File: config.mk
export PLATFORM = sky130hd
export DESIGN_NAME = apb_req_arbiter
export DESIGN_NICKNAME = d
export VERILOG_FILES = /design/src/rtl/apb_req_arbiter.sv
export SDC_FILE = /design/constraint.sdc
export NUM_CORES = 1
export LEC_CHECK = 0
export CAP_MARGIN = 20
export CELL_PAD_IN_SITES_DETAIL_PLACEMENT = 1
export CELL_PAD_IN_SITES_GLOBAL_PLACEMENT = 1
export CORE_AREA = 2 2 136 138
export DETAILED_ROUTE_END_ITERATION = 10
export DIE_AREA = 0 0 138 140
export DONT_BUFFER_PORTS = 1
export PLACE_DENSITY_LB_ADDON = 0.1
export REMOVE_ABC_BUFFERS = 1
export SLEW_MARGIN = 20
export SYNTH_ARGS = -nofsm -noshare
export SYNTH_HDL_FRONTEND = slang
export SYNTH_SLANG_ARGS = --single-unit
export TNS_END_PERCENT = 100
File: constraint.sdc
create_clock -name apb_clk -period 5.55 [get_ports apb_clk]
set_input_delay 1.3875 -clock apb_clk [delete_from_list [all_inputs] [get_ports apb_clk]]
set_output_delay 1.3875 -clock apb_clk [all_outputs]
set_load 0.01 [all_outputs]
File: src/rtl/apb_req_arbiter.sv
// Round-robin arbiter for NREQ single-beat requesters feeding one APB master port.
// Runs SETUP/ACCESS with a timeout, then a forced idle gap before the next grant.
module apb_req_arbiter #(
    parameter int NREQ     = 4,
    parameter int APB_ABIT = 16,
    parameter int APB_DBIT = 32,
    parameter int TIMEOUT  = 64,
    parameter int GAP_CYC  = 2
) (
    input  logic                     apb_clk,
    input  logic                     apb_rstn,
    input  logic [NREQ-1:0]          req_valid,
    input  logic [NREQ-1:0]          req_write,
    input  logic [NREQ*APB_ABIT-1:0] req_addr,
    input  logic [NREQ*APB_DBIT-1:0] req_wdata,
    input  logic [NREQ*4-1:0]        req_strb,
    output logic [NREQ-1:0]          req_ack,
    output logic [NREQ-1:0]          rsp_valid,
    output logic [APB_DBIT-1:0]      rsp_rdata,
    output logic                     rsp_err,
    output logic                     m_psel,
    output logic                     m_penable,
    output logic                     m_pwrite,
    output logic [APB_ABIT-1:0]      m_paddr,
    output logic [APB_DBIT-1:0]      m_pwdata,
    output logic [3:0]               m_pstrb,
    input  logic                     m_pready,
    input  logic [APB_DBIT-1:0]      m_prdata
);

    localparam int IW = (NREQ > 1) ? $clog2(NREQ) : 1;
    localparam int TW = $clog2(TIMEOUT);
    localparam int GW = $clog2(GAP_CYC);

    localparam logic [1:0] ST_IDLE   = 2'd0;
    localparam logic [1:0] ST_SETUP  = 2'd1;
    localparam logic [1:0] ST_ACCESS = 2'd2;
    localparam logic [1:0] ST_GAP    = 2'd3;

    logic [1:0]          state;
    logic [IW-1:0]       last;
    logic [IW-1:0]       grant;
    logic [TW-1:0]       tmo_cnt;
    logic [GW-1:0]       gap_cnt;

    logic                win_valid;
    logic [IW-1:0]       win;
    logic [IW-1:0]       lo_win;
    logic [IW-1:0]       hi_win;
    logic                hi_any;
    logic                sel_write;
    logic [APB_ABIT-1:0] sel_addr;
    logic [APB_DBIT-1:0] sel_wdata;
    logic [3:0]          sel_strb;

    function automatic logic [NREQ-1:0] one_hot(input logic [IW-1:0] idx);
        logic [NREQ-1:0] v;
        v      = '0;
        v[idx] = 1'b1;
        return v;
    endfunction

    // Winner is the lowest requester above `last`, else the lowest overall (wrap).
    always_comb begin
        // NOTE: every comb output gets a default before any branch, so no latch can be inferred.
        lo_win    = '0;
        hi_win    = '0;
        hi_any    = 1'b0;
        win_valid = |req_valid;
        for (int i = NREQ - 1; i >= 0; i--) begin
            if (req_valid[i]) begin
                lo_win = IW'(i);
                if (i > int'(last)) begin
                    hi_win = IW'(i);
                    hi_any = 1'b1;
                end
            end
        end
        win = hi_any ? hi_win : lo_win;
    end

    always_comb begin
        sel_write = 1'b0;
        sel_addr  = '0;
        sel_wdata = '0;
        sel_strb  = '0;
        for (int i = 0; i < NREQ; i++) begin
            if (win == IW'(i)) begin
                sel_write = req_write[i];
                sel_addr  = req_addr[i*APB_ABIT +: APB_ABIT];
                sel_wdata = req_wdata[i*APB_DBIT +: APB_DBIT];
                sel_strb  = req_strb[i*4 +: 4];
            end
        end
    end

    always_ff @(posedge apb_clk or negedge apb_rstn) begin
        if (!apb_rstn) begin
            state     <= ST_IDLE;
            last      <= IW'(NREQ - 1);
            grant     <= '0;
            tmo_cnt   <= '0;
            gap_cnt   <= '0;
            req_ack   <= '0;
            rsp_valid <= '0;
            rsp_rdata <= '0;
            rsp_err   <= 1'b0;
            m_psel    <= 1'b0;
            m_penable <= 1'b0;
            m_pwrite  <= 1'b0;
            m_paddr   <= '0;
            m_pwdata  <= '0;
            m_pstrb   <= '0;
        end else begin
            // NOTE: state updates are non-blocking so every register samples pre-edge values.
            req_ack   <= '0;
            rsp_valid <= '0;
            case (state)
                ST_IDLE: begin
                    if (win_valid) begin
                        grant     <= win;
                        last      <= win;
                        m_pwrite  <= sel_write;
                        m_paddr   <= sel_addr;
                        m_pwdata  <= sel_write ? sel_wdata : '0;
                        m_pstrb   <= sel_write ? sel_strb : 4'h0;
                        m_psel    <= 1'b1;
                        req_ack   <= one_hot(win);
                        state     <= ST_SETUP;
                    end
                end
                ST_SETUP: begin
                    m_penable <= 1'b1;
                    tmo_cnt   <= '0;
                    state     <= ST_ACCESS;
                end
                ST_ACCESS: begin
                    // pready takes priority over a timeout landing in the same cycle.
                    if (m_pready || tmo_cnt == TW'(TIMEOUT - 1)) begin
                        m_psel    <= 1'b0;
                        m_penable <= 1'b0;
                        rsp_valid <= one_hot(grant);
                        rsp_err   <= ~m_pready;
                        rsp_rdata <= (m_pready && !m_pwrite) ? m_prdata : '0;
                        gap_cnt   <= '0;
                        state     <= ST_GAP;
                    end else begin
                        tmo_cnt <= tmo_cnt + 1'b1;
                    end
                end
                ST_GAP: begin
                    if (gap_cnt == GW'(GAP_CYC - 1)) begin
                        state <= ST_IDLE;
                    end else begin
                        gap_cnt <= gap_cnt + 1'b1;
                    end
                end
                default: state <= ST_IDLE;
            endcase
        end
    end

endmodule

==> flow_metrics.tcl <==
set metrics [dict create \
    status "completed" \
    slew_violations 0 \
    tritoncts "built" \
    crit_arrival_ns 3.81 \
    final_area_um2 6360 \
    gr-usage-all-layers_pct 20.2 \
    portBuffers 0 \
    placed_cell_area_um2 6050 \
    synth_top_cells_by_count "sky130_fd_sc_hd__nand2_1, sky130_fd_sc_hd__dfrtp_1, sky130_fd_sc_hd__o21ai_0" \
    initial_antenna_violation_count 0 \
    vdd_ir_drop_max_uv 186 \
    dpl_worst_slack_ns 1.50 \
    ys.flop_type "sky130_fd_sc_hd__dfrtp_1" \
    final_routed_wirelength_across_all_metal_layers_um 20000 \
    regToRegEndpoint "m_pwdata[0]" \
    gp_congestion 0.801 \
    finalCritPeriodShare_pct 64.5 \
    finalWorstPathRequiredPeriod_ns 3.58 \
    drt_first_iter_violations 188 \
    yosys.area.top_type "sky130_fd_sc_hd__dfrtp_1" \
    cts_max_path_buffers 2 \
    number_of_flops_mapped_to_enable_cells_by_yosys 0 \
    setup_viol 0 \
    post_route_cells_drive_above_1_share_pct 14.2 \
    fp-row-count 49 \
    worst-r2r-cell-count 8 \
    final_nets 865 \
    fp.dieW_um 138 \
    die-area_um2 19300 \
    avgViaCountPerCell 5.76 \
    final-hold-violation-count 0 \
    worst_path_required_time_ns 5.78 \
    effective_utilization_at_floorplan_pct 33.7 \
    footprint_of_the_multi_input_gates_um2 2950 \
    die_height_um 140 \
    yosysUniqueCellTypes 58 \
    vias 4850 \
    ff2ff_setup_slack_ns 2.45 \
    global_route.overflow_total 0 \
    ant_nets 0 \
    yosysWarnings 0 \
    power_density_nw_per_um2 554 \
    max_slew.worst_pin.slew_ns 1.02 \
    post_synth.cell_area_avg_um2 9.33 \
    synth_top_area_share_pct 44.7 \
    detailed_place_hpwl_um 14800 \
    mappedNetlistArea_um2 5990 \
    synthMostInstantiatedCell "sky130_fd_sc_hd__nand2_1" \
    drcViolationCount 0 \
    pre_repair_dr_iteration_count 4 \
    r2r-start "last[0]" \
    critical_path_class "input port to flip-flop" \
    seq_area_frac_synth_pct 45.6 \
    setup.worst_path.end "m_pwdata[0]" \
    max_cap_viol_count 0 \
    clk-insertion-delay-late_ns 0.35 \
    timing.setup.tns_ns 0 \
    synthArstFlopShare_pct 100 \
    h-tree-depth 3 \
    critical_path_launch_point_type "input port" \
    num-fill-cells 2056 \
    n_antenna_cell 0 \
    worst_setup_path_end_kind "flip-flop" \
    slew_headroom_pct 32.0 \
    cts.root.buffer_cell "sky130_fd_sc_hd__clkbuf_16" \
    synthCells 642 \
    fin_util_pct 35.8 \
    clock_transition_at_the_registers_of_the_reported_paths_ns 0.07 \
    ioPinCount 347 \
    cts_sinks 109 \
    flow.area_growth_from_synthesis_pct 6.16 \
    final.setup.worst_slack_ns 1.97 \
    max_freq_ghz 0.279 \
    critPathMaxFanout 28 \
    setup_skew_after_layout_ns 0.00701 \
    cts_hold_buffers 0 \
    grt_pass1_wl_um 30800 \
    synth.area.top_cells "sky130_fd_sc_hd__dfrtp_1, sky130_fd_sc_hd__nand2_1, sky130_fd_sc_hd__o21ai_0, sky130_fd_sc_hd__a22oi_1, sky130_fd_sc_hd__a21o_1" \
    seqCellArea_um2 2730 \
    vias_in_the_first_global_route 5272 \
    total_power_mw 3.52 \
    avgRoutedWirePerCell_um 23.8 \
    grt_start_max_net_pins 110 \
    cts-resized-gates 0 \
    rsz0062_at_grt "false" \
    min_path_type "flip-flop to flip-flop" \
    worstSetupStartpoint "req_valid[3]" \
    numCtsBuffers 9 \
    design.core.area_um2 17800 \
    postSynthRegisterBits 109 \
    cts_post_setup_buffers_inserted 0 \
    leakagePower_nw 2.74 \
]
## state kept, by name, indices dropped and copies added (netlist names)
register and count:
m_penable 1, m_pstrb 4, tmo_cnt 6, req_ack 4
rsp_valid 4, rsp_rdata 32, grant 2, m_pwdata 32
m_pwrite 1, rsp_err 1, m_psel 1, m_paddr 16
state 2, last 2, gap_cnt 1
## how the worst min path moves through the flow
stage,startpoint,end,cells past startpoint
floorplan,grant[0],rsp_valid[2],1
finish,tmo_cnt[0],tmo_cnt[0],1
global placement,tmo_cnt[0],tmo_cnt[0],1
global route,grant[0],rsp_valid[2],1
CTS,tmo_cnt[0],tmo_cnt[0],1
detailed placement,tmo_cnt[1],tmo_cnt[1],2
## logic make-up after synthesis
family                     Yosys count  share of synthesized area, %
DFF                                109                          45.6
adders and majority gates            5                          1.04
buffers and inverters               59                          5.54
xor gates and xnor gates             4                         0.585
muxes                               22                          4.47
and+or+nand+nor                    212                          15.6
AOI/OAI and AO/OA                  231                          27.1
## stage by stage
stage	instances	hold slack, ns
after global routing	842	0.569
after detailed placement	826	0.524
after CTS	841	0.537
after global placement	826	0.516
after floorplan	588	0.459
final	842	0.539
## where the power goes
part           switching [mW]  internal [mW]  total, mW  leakage (nW)
combinational           0.849          0.538       1.39          1.20
clock                   0.314          0.353      0.666         0.143
sequential              0.383           1.09       1.47          1.40
total                    1.55           1.98       3.52          2.74
## worst max-delay path, cell delays in order
cell	delay (ns)
sky130_fd_sc_hd__nor4_2	0.46
sky130_fd_sc_hd__nand2b_2	0.62
sky130_fd_sc_hd__nor2_2	0.13
sky130_fd_sc_hd__a22oi_4	0.65
sky130_fd_sc_hd__buf_4	0.40
sky130_fd_sc_hd__o21ai_0	0.13
## per-layer routing
metal | GRT usage, % | part of all wire, %
met5 | 0 | 0
met4 | 7.84 | 2.7
met3 | 6.19 | 8.3
met2 | 34.2 | 49
met1 | 24.3 | 40
## cell type report
cell class | instances | area share (%)
tap | 229 | 4.51
sequential | 109 | 42.9
inverter | 5 | 0.295
clock buffer | 9 | 3.54
timing repair buffer | 10 | 1.18
multi-input combinational | 474 | 46.4
clock inverter | 6 | 1.08
## cells in the final DEF (no fill, tap or decap), types with 17 or more instances in the layout
cell type	instances
sky130_fd_sc_hd__o21ai_2	18
sky130_fd_sc_hd__nor2_1	17
sky130_fd_sc_hd__nand2_1	144
sky130_fd_sc_hd__o21ai_0	54
sky130_fd_sc_hd__o22ai_1	22
sky130_fd_sc_hd__a21o_1	22
sky130_fd_sc_hd__a22oi_1	23
sky130_fd_sc_hd__a21oi_1	27
sky130_fd_sc_hd__dfrtp_1	107
Note: power is estimated with default switching activity, not from simulation.
